--- src/rtl/router_1xn_if.sv ---
// Bus between the packet source, the N consumers and router_1xn.
//
// Handshake: the source presents pkt_valid/data_in; a beat is taken on a
// rising clock edge only while busy is low. While busy is high the source
// must hold pkt_valid and data_in unchanged. read_enb[i] pops one entry from
// output FIFO i on the edge it is sampled high, provided vld_out[i] is high.
// fsm_state mirrors the router's internal state for debug and checkers.
interface router_1xn_if #(
  parameter int DW        = 8,
  parameter int NUM_PORTS = 3
);
  logic                    pkt_valid;
  logic [DW-1:0]           data_in;
  logic [NUM_PORTS-1:0]    read_enb;
  logic [NUM_PORTS*DW-1:0] data_out;
  logic [NUM_PORTS-1:0]    vld_out;
  logic                    busy;
  logic                    error;
  logic [2:0]              fsm_state;

  modport master (
    output pkt_valid, data_in, read_enb,
    input  data_out, vld_out, busy, error, fsm_state
  );

  modport slave (
    input  pkt_valid, data_in, read_enb,
    output data_out, vld_out, busy, error, fsm_state
  );
endinterface

--- src/rtl/router_1xn.sv ---
// router_1xn: byte-serial 1xN packet router with per-port output FIFOs.
// Header = {length, addr}; illegal addresses are dropped; parity is checked
// per packet and mismatches raise a one-cycle error pulse.
// Optional feature macro: ROUTER_SOFT_RESET_EN (per-port unread timeout flush).
module router_1xn #(
  parameter int DW        = 8,
  parameter int NUM_PORTS = 3,
  parameter int DEPTH     = 16,
  parameter int TIMEOUT   = 30
) (
  input logic         clock,
  input logic         resetn,
  router_1xn_if.slave bus
);
  localparam int AW  = ($clog2(NUM_PORTS) > 1) ? $clog2(NUM_PORTS) : 1;
  localparam int AWF = $clog2(DEPTH);

  typedef enum logic [2:0] {
    S_IDLE  = 3'd0,
    S_WAIT  = 3'd1,
    S_LOAD  = 3'd2,
    S_CHECK = 3'd3,
    S_DROP  = 3'd4
  } state_e;

  state_e               state;
  logic [AW-1:0]        dest;
  logic [DW-1:0]        hdr_q;
  logic [DW-1:0]        parity_q;
  logic                 error_q;
  logic                 busy_c;

  logic [AW-1:0]        addr_in;
  logic                 addr_ok;
  logic [NUM_PORTS-1:0] addr_oh;
  logic [NUM_PORTS-1:0] dest_oh;
  logic [NUM_PORTS-1:0] empty;
  logic [NUM_PORTS-1:0] full;
  logic [NUM_PORTS-1:0] flush;
  logic [NUM_PORTS-1:0] wr_oh;
  logic [DW-1:0]        wr_data;
  logic                 addr_empty;
  logic                 dest_empty;
  logic                 dest_full;
  logic                 dest_flush;

  assign addr_in = bus.data_in[AW-1:0];
  assign addr_ok = (int'(addr_in) < NUM_PORTS);

  // One-hot decode of the incoming header address and the latched destination.
  always_comb begin
    addr_oh = '0;
    dest_oh = '0;
    for (int i = 0; i < NUM_PORTS; i++) begin
      addr_oh[i] = (addr_in == AW'(i));
      dest_oh[i] = (dest == AW'(i));
    end
  end

  assign addr_empty = |(addr_oh & empty);
  assign dest_empty = |(dest_oh & empty);
  assign dest_full  = |(dest_oh & full);
  assign dest_flush = |(dest_oh & flush);

  // busy is a pure decode of state and destination fullness, so it never
  // depends combinationally on the source's inputs.
  always_comb begin
    case (state)
      S_WAIT, S_CHECK: busy_c = 1'b1;
      S_LOAD:          busy_c = dest_full;
      default:         busy_c = 1'b0;
    endcase
  end

  // Select which FIFO (if any) is written this cycle and with what byte.
  always_comb begin
    wr_oh   = '0;
    wr_data = bus.data_in;
    case (state)
      S_IDLE: if (bus.pkt_valid && addr_ok && addr_empty) wr_oh = addr_oh;
      S_WAIT: if (dest_empty) begin
        wr_oh   = dest_oh;
        wr_data = hdr_q;
      end
      S_LOAD: if (!dest_full) wr_oh = dest_oh;
      default: ;
    endcase
    // A port being flushed on this edge must not take a write.
    wr_oh = wr_oh & ~flush;
  end

  // Packet FSM: header decode, loading, parity check and discard.
  always_ff @(posedge clock or negedge resetn) begin
    if (!resetn) begin
      state    <= S_IDLE;
      dest     <= '0;
      hdr_q    <= '0;
      parity_q <= '0;
      error_q  <= 1'b0;
    end else begin
      error_q <= 1'b0;
      case (state)
        S_IDLE: begin
          if (bus.pkt_valid) begin
            if (addr_ok) begin
              dest     <= addr_in;
              hdr_q    <= bus.data_in;
              parity_q <= bus.data_in;
              state    <= addr_empty ? S_LOAD : S_WAIT;
            end else begin
              state <= S_DROP;
            end
          end
        end
        S_WAIT: begin
          if (dest_flush)      state <= S_DROP;
          else if (dest_empty) state <= S_LOAD;
        end
        S_LOAD: begin
          if (dest_flush) begin
            // If the parity beat itself is consumed on the flush edge the
            // packet is over; otherwise the remainder must be discarded.
            state <= (!dest_full && !bus.pkt_valid) ? S_IDLE : S_DROP;
          end else if (!dest_full) begin
            if (bus.pkt_valid) begin
              parity_q <= parity_q ^ bus.data_in;
            end else begin
              error_q <= (parity_q != bus.data_in);
              state   <= S_CHECK;
            end
          end
        end
        S_CHECK: state <= dest_flush ? S_DROP : S_IDLE;
        S_DROP:  if (!bus.pkt_valid) state <= S_IDLE;
        default: state <= S_IDLE;
      endcase
    end
  end

  assign bus.busy      = busy_c;
  assign bus.error     = error_q;
  assign bus.fsm_state = state;

  for (genvar g = 0; g < NUM_PORTS; g++) begin : g_port
    logic [AWF:0]  wptr;
    logic [AWF:0]  rptr;
    logic [DW-1:0] mem [DEPTH];
    logic [DW-1:0] dout;
    logic          rd;

    // The extra top bit distinguishes full from empty when the indices match.
    assign empty[g] = (wptr == rptr);
    assign full[g]  = (wptr[AWF] != rptr[AWF]) && (wptr[AWF-1:0] == rptr[AWF-1:0]);
    assign rd       = bus.read_enb[g] && !empty[g];

    // Storage array; written only when the FSM selects this port.
    always_ff @(posedge clock) begin
      if (wr_oh[g]) mem[wptr[AWF-1:0]] <= wr_data;
    end

    // Pointers and registered read data; a read of an empty FIFO is ignored.
    always_ff @(posedge clock or negedge resetn) begin
      if (!resetn) begin
        wptr <= '0;
        rptr <= '0;
        dout <= '0;
      end else if (flush[g]) begin
        wptr <= '0;
        rptr <= '0;
        dout <= '0;
      end else begin
        if (wr_oh[g]) wptr <= wptr + 1'b1;
        if (rd) begin
          dout <= mem[rptr[AWF-1:0]];
          rptr <= rptr + 1'b1;
        end
      end
    end

    assign bus.data_out[g*DW +: DW] = dout;
    assign bus.vld_out[g]           = !empty[g];

`ifdef ROUTER_SOFT_RESET_EN
    localparam int CW = $clog2(TIMEOUT + 1);
    logic [CW-1:0] idle_cnt;
    logic          stale;

    assign stale = !empty[g] && !bus.read_enb[g];
    // The flush fires on the edge where the count would step to TIMEOUT.
    assign flush[g] = stale && (idle_cnt == CW'(TIMEOUT - 1));

    // Count consecutive cycles this port holds data without being read.
    always_ff @(posedge clock or negedge resetn) begin
      if (!resetn)                 idle_cnt <= '0;
      else if (stale && !flush[g]) idle_cnt <= idle_cnt + 1'b1;
      else                         idle_cnt <= '0;
    end
`else
    // Without the soft-reset feature TIMEOUT has no effect.
    assign flush[g] = 1'b0 & (TIMEOUT == 0);
`endif
  end
endmodule

--- src/flat_wrapper.sv ---
// flat-port wrapper written by rule: the top's interface ports become plain ports
module router_1xn_flat 
#(
  parameter int DW        = 8,
  parameter int NUM_PORTS = 3,
  parameter int DEPTH     = 16,
  parameter int TIMEOUT   = 30
)
  (clock, resetn, bus_pkt_valid, bus_data_in, bus_read_enb, bus_data_out, bus_vld_out, bus_busy, bus_error, bus_fsm_state);
  router_1xn_if #(.DW(DW), .NUM_PORTS(NUM_PORTS)) bus_i ();
  input logic clock;
  input logic resetn;
  input wire logic [$bits(bus_i.pkt_valid)-1:0] bus_pkt_valid;
  input wire logic [$bits(bus_i.data_in)-1:0] bus_data_in;
  input wire logic [$bits(bus_i.read_enb)-1:0] bus_read_enb;
  output wire logic [$bits(bus_i.data_out)-1:0] bus_data_out;
  output wire logic [$bits(bus_i.vld_out)-1:0] bus_vld_out;
  output wire logic [$bits(bus_i.busy)-1:0] bus_busy;
  output wire logic [$bits(bus_i.error)-1:0] bus_error;
  output wire logic [$bits(bus_i.fsm_state)-1:0] bus_fsm_state;
  assign bus_i.pkt_valid = bus_pkt_valid;
  assign bus_i.data_in = bus_data_in;
  assign bus_i.read_enb = bus_read_enb;
  assign bus_data_out = bus_i.data_out;
  assign bus_vld_out = bus_i.vld_out;
  assign bus_busy = bus_i.busy;
  assign bus_error = bus_i.error;
  assign bus_fsm_state = bus_i.fsm_state;
  router_1xn #(.DW(DW), .NUM_PORTS(NUM_PORTS), .DEPTH(DEPTH), .TIMEOUT(TIMEOUT)) u_core (.clock(clock), .resetn(resetn), .bus(bus_i));
endmodule
--- config.mk ---
export PLATFORM = sky130hd
export DESIGN_NAME = router_1xn_flat
export DESIGN_NICKNAME = d
export VERILOG_FILES = /design/src/rtl/router_1xn_if.sv /design/src/rtl/router_1xn.sv /design/src/flat_wrapper.sv
export SDC_FILE = /design/constraint.sdc
export NUM_CORES = 1
export LEC_CHECK = 0
export BUFFER_PORTS_ARGS = -buffer_cell sky130_fd_sc_hd__buf_2
export CAP_MARGIN = 20
export CORE_MARGIN = 10
export CORE_UTILIZATION = 60
export CTS_CLUSTER_SIZE = 8
export DETAILED_ROUTE_END_ITERATION = 7
export PLACE_DENSITY = 0.83
export SETUP_SLACK_MARGIN = 0.2
export SLEW_MARGIN = 25
export SYNTH_ARGS = -nofsm -noshare
export SYNTH_HDL_FRONTEND = slang
export SYNTH_SLANG_ARGS = --single-unit
--- constraint.sdc ---
create_clock -name clock -period 3.5 [get_ports clock]
set_input_delay 0.35 -clock clock [delete_from_list [all_inputs] [get_ports clock]]
set_output_delay 0.35 -clock clock [all_outputs]
set_load 0.05 [all_outputs]
After elaboration in Yosys (flattened, before gate mapping)
Memories as Yosys holds them, arrays and structs flattened. A register that Yosys moved wholly into a read port is not among the register bits.
Cells that the tools add are included.

cells by class
  add/subtract/negate cells = 6
  $lt $le $gt $ge = 1
  eq/ne operators = 25
  multiplexer cells = 29
  bitwise operators = 4
  reductions and logical operators = 25

operator list
  kind                   count
  $mux W8                6
  $add A5 B1 Y5 const B  6
  $mux W3                9
  $pmux W8 S2            1
  $eq A5 B5 Y1           3
  $eq A4 B4 Y1           3
  $pmux W3 S4            1
  $ne A2 B2 Y1 const B   5
  $reduce_and A5 Y1      2
  $and A3 B3 Y3          3
  $mux W1                9
  $pmux W3 S3            1
  $reduce_or A3 Y1       3
  $logic_and A1 B1 Y1    8
  $ne A8 B8 Y1           1
  $xor A8 B8 Y8          1
  $eq A3 B2 Y1 const B   2
  $logic_not A1 Y1       6
  $eq A2 B1 Y1 const B   2
  $eq A2 B2 Y1 const B   2
  $logic_not A2 Y1       2
  $ne A2 B1 Y1 const B   2
  $eq A3 B1 Y1 const B   1
  $eq A3 B3 Y1 const B   1
  8 further kinds        10

word-level totals
  register bits = 52
  bits in writable memories = 384
  input port bits = 14
  output and inout port bits = 32
  memories kept = 3

memories
  memory                depth  bits a word  read ports  clocked after Yosys merged registers in  write ports  line               source
  u_core.g_port[0].mem  16     8            1           1                                        1            router_1xn.sv:147  logic [DW-1:0] mem [DEPTH];
  u_core.g_port[1].mem  16     8            1           1                                        1            router_1xn.sv:147
  u_core.g_port[2].mem  16     8            1           1                                        1            router_1xn.sv:147

Depth between registers and ports, before layout
  depth after elaboration = 8
  depth in mapped cells = 10
  gate-level depth less buffers = 7

Worst setup path before layout
No wires, ideal clock.

  path kind = register to register
  start = register u_core.g_port[0].rptr[1]
  end = memory u_core.g_port[0].mem[9][0] (enable)
  setup time = 0.383 ns
  arrival = 2.644 ns
  data required time = 3.117 ns
  path slack = 0.473 ns
  cell stages (with the launch flop) = 8
  buffers on the path = 1
  cells stage by stage = dfrtp_1 > buf_4 > xor2_1 > nor4_2 > nand2_1 > nor3b_1 > nor2_1 > nor3_1

between the ends
  word-level cells in the longest chain between the ends = 8
  elaborated cells on any way between the ends = 16

ends and longest elaborated chain
  what                                                            line                                  source
  start: declaration                                              router_1xn.sv:146                     logic [AWF:0] rptr;
  start signal: assignment                                        router_1xn.sv:175                     rptr <= rptr + 1'b1;
  $eq A5 B5 Y1 / $eq A4 B4 Y1 (equally long branches)             router_1xn.sv:152, router_1xn.sv:153
  $and A3 B3 Y3 / $logic_and A1 B1 Y1 (equally long branches)     router_1xn.sv:60, router_1xn.sv:153
  $reduce_or A3 Y1 / $and A3 B3 Y3 (equally long branches)        router_1xn.sv:60, router_1xn.sv:62
  $logic_and A1 B1 Y1 / $reduce_or A3 Y1 (equally long branches)  router_1xn.sv:80, router_1xn.sv:62
  $mux W3 (on tied branches)                                      router_1xn.sv:80, router_1xn.sv:85
  $pmux W3 S3 (*)                                                 router_1xn.sv:79                      case (state)
  $mux W1 (*)                                                     router_1xn.sv:158                     if (wr_oh[g]) mem[wptr[AWF-1:0]] <= wr_data;
  $mux W1 (not written as such) (*)                               router_1xn.sv:158
  end: declaration                                                router_1xn.sv:147

Every way passes the cells marked *; elsewhere a longest branch is shown, timed or not.

Worst setup path after layout
  start = register u_core.g_port[0].wptr[3]
  end = memory u_core.g_port[2].mem[5][2] (enable)

between the ends
  word-level cells in the longest chain between the ends = 8
  elaborated cells on any way between the ends = 16

ends and longest elaborated chain
  what                                                            line                                  source
  start: declaration                                              router_1xn.sv:145                     logic [AWF:0] wptr;
  start signal: assignment                                        router_1xn.sv:172                     if (wr_oh[g]) wptr <= wptr + 1'b1;
  $eq A5 B5 Y1 / $eq A4 B4 Y1 (equally long branches)             router_1xn.sv:152, router_1xn.sv:153
  $and A3 B3 Y3 / $logic_and A1 B1 Y1 (equally long branches)     router_1xn.sv:60, router_1xn.sv:153
  $reduce_or A3 Y1 / $and A3 B3 Y3 (equally long branches)        router_1xn.sv:60, router_1xn.sv:62
  $logic_and A1 B1 Y1 / $reduce_or A3 Y1 (equally long branches)  router_1xn.sv:80, router_1xn.sv:62
  $mux W3 (on tied branches)                                      router_1xn.sv:80, router_1xn.sv:85
  $pmux W3 S3 (*)                                                 router_1xn.sv:79
  $mux W1 (*)                                                     router_1xn.sv:158
  $mux W1 (not written as such) (*)                               router_1xn.sv:158
  end: declaration                                                router_1xn.sv:147

Marked as above.

==> metrics <==
Synth Register Bits 458; critical path, cell by cell xor2_1 > nor4_2 > and3_1 > o311ai_4 > a21boi_2 > or2_2 > and3_1; RSZ-0062 raised after global routing no; xor-xnor portion of the synthesized cell area 0.0220; Placer Congestion 0.851; compound-gate portion of the synthesized area 0.0190; cell area after placement 19400 µm²; Leak Pwr 7.46 nW; global-route wire length before repair 62700 µm; synthesized-area fraction occupied by adder cells 0.0100; Post-Syn Instances 946; hpwl dp 23600 µm; Rel. slew slack 0.309; Layout fillers 1766; vias per cell 6.41; sequential-to-total area share from yosys stat 0.716; vias in the first global route 9954; Async S/R FF share, synth 0.162; Core Rows 64; Initial Utilization 0.609; H-tree depth 3; IO buf count 45; Post-synth EDFFs 384; Core Footprint 30700 µm²; final wirelength 40500 µm; num ports 46; sequential fraction of design power 0.381; share of cells above drive strength 1 0.305; Area growth, synth to finish 14.0%; Startpoint Class flip-flop; Post-Syn Area 18700 µm²; DR iter-0 viols 1195; mean area per synthesized cell 19.7 µm²; worst vdd ir 0.574 mV; min cycle time layout 3240 ps; Post-Synth Simple-Gate Area 0.0490; most common cell after layout, fill and taps aside edfxtp_1; most frequent cells in the layout 384 x edfxtp_1, 120 x mux4_2, 71 x dfrtp_1; Sw Ratio 0.318; Pre-Repair DR Iteration Count 5; clk_skew 25.1 ps; number of routed nets with antenna violations 0; Final setup viols 0; Max-Cap Viols 0; fmax 309 MHz; Overflow after GRT 0; Crit path largest cell delay 500 ps; Slew Limit Fails 0; largest net degree at the start of global routing 75; final instance area 21300 µm²; CTS sink cnt 458; clock transition at the registers of the reported paths 50 ps; Root Buffer clkbuf_16; final hold violation count 0; type of the worst setup path reg2reg; Cell Int Power 12.5 mW; NetSw 5.83 mW; gr usage total 0.213; Final period util 0.925; Die Y 196 µm; Clk pwr share 0.315; latest clock arrival within the worst-skew pair 560 ps; Antenna Diode Count 0; Nets 1074; Critical Path Start u_core.g_port[0].wptr[3]; mux cell area share after synthesis 0.166; deepest clock path buffer count 3; Req. time, crit path 3700 ps; count of unique library cells instantiated by Yosys 56; largest family of logic cells by synthesized area multiplexers; most frequent CP cell and3_1; Crit path arrival time 3440 ps; drt wl/cell 27.3 µm; status completed; critical path endpoint category flip-flop; Comb pwr share 0.304; Mapped Nets 975; CTS tree done; worst-path fanout max 16; hold_sp bus_pkt_valid; die width 196 µm; Post-synth top flop edfxtp_1; crit path max-delay cell type dfrtp_1; worst hold path class in2reg; Worst Tran Pin Value 1040 ps; Warnings, synthesis 0; cts bufs inserted 67; PD cells 860 nW/µm²; DR DRC count 0; r2r startpoint u_core.g_port[0].wptr[3]; Die ar. 38600 µm²; DR vias 9511; Setup TNS Final 0 ps; number of antenna violations at the first check in global routing 0
[critical path, delay by kind of cell, from the launching register on]
family	cells	cell delay (ps)
compound gates	2	510
xor+xnor	1	210
flops	1	500
simple gates	4	1650
[power by group through the flow]
stage,Clock [mW],Combinational [mW],Sequential [mW]
after CTS,5.83,5.60,6.98
after global placement,0,5.42,7.02
after global routing,6.09,5.91,7.04
final,5.77,5.57,6.99
after floorplan,0,3.69,7.46
after detailed placement,0,5.51,7.06
[layout make-up]
cell class                 count  area (µm²)  share of cell area
clock buffer                 105        1820              0.0854
sequential                   458       13400               0.628
tap                          396         495              0.0233
clock inverter                 7        76.3             0.00358
inverter                      11        41.3             0.00194
timing repair buffer          79         489              0.0230
multi-input combinational    428        5000               0.235
[what timing repair did]
action | in CTS | in global routing
endpoints found under the setup margin | 171 | 8
resized for setup | 4 | 1
hold buffers | 0 | 1
setup buffers | 0 | 0
endpoints found under the hold margin | 0 | 74
[through the flow]
| stage | util | cells | worst slack (ps) | hold WS [ps] | power [mW] |
|---|---|---|---|---|---|
| 6_report | 0.695 | 1484 | 264 | 51.1 | 18.3 |
| 4_1_cts | 0.694 | 1483 | 243 | 15.3 | 18.4 |
| 3_5_place_dp | 0.632 | 1371 | 238 | 458 | 12.6 |
| 5_1_grt | 0.695 | 1484 | 228 | 60.9 | 19.0 |
| 3_3_place_gp | 0.632 | 1371 | 331 | 455 | 12.4 |
| 2_1_floorplan | - | 946 | 473 | 54.4 | 11.1 |
[cells by family after synthesis]
| group | count (synthesis) |
|---|---|
| AND/OR/NAND/NOR | 165 |
| buffers and inverters | 60 |
| multiplexers | 155 |
| XOR/XNOR | 47 |
| adder cells (fa/ha/maj) | 15 |
| flip-flops | 458 |
| AO/OA/AOI/OAI | 46 |
[flip-flops by register name (all words and copies together) (netlist names)]
name	count
u_core.bus.error	1
u_core.bus.fsm_state	3
u_core.g_port.dout	24
u_core.g_port.mem	384
u_core.g_port.rptr	15
u_core.g_port.wptr	15
u_core.hdr_q	8
u_core.parity_q	8
[cell usage after synthesis (3+ instances only)]
library cell    n  area share
a21bo_2         4      0.0021
a21oi_1        10      0.0027
and2_1          4      0.0013
and3_1         38       0.013
buf_1           4     0.00080
buf_2          10      0.0027
buf_4           9      0.0036
buf_6           7      0.0042
clkbuf_1       19      0.0038
dfrtp_1        74       0.099
edfxtp_1      384        0.62
ha_1           15       0.010
inv_1          11      0.0022
mux2_2         32       0.019
mux2_4          3      0.0024
mux4_2        120        0.14
nand2_1        50       0.010
nand3_1         4      0.0011
nand4_1         6      0.0020
nor2_1         19      0.0038
nor2b_1        15      0.0050
nor3_1          9      0.0024
o2111ai_1       3      0.0014
o21ai_0         8      0.0021
o22ai_1         4      0.0013
xnor2_1        25       0.012
xor2_1         22       0.010
[final timing paths]
path / endpoint / slack [ps] / cells past startpoint
worst max register to register: u_core.g_port[2].mem[5][2] / 260 / 7
worst min-delay path: u_core.bus.error / 50 / 2
max in group asynchronous: u_core.g_port[1].rptr[0] / 2530 / 2
worst max-delay path: u_core.g_port[2].mem[5][2] / 260 / 7
min in group asynchronous: u_core.bus.error / 420 / 2
worst min register to register: u_core.g_port[2].dout[0] / 480 / 2
[layer usage]
layer  track usage  vias to the layer above  part of all wire
met5             0                        -                 0
met4        0.0600                        0             0.021
met3        0.0419                       71             0.080
met2         0.348                      484              0.51
met1         0.290                     4965              0.39
li1              -                     3991                 -
Power figures use the tool's default switching activity.
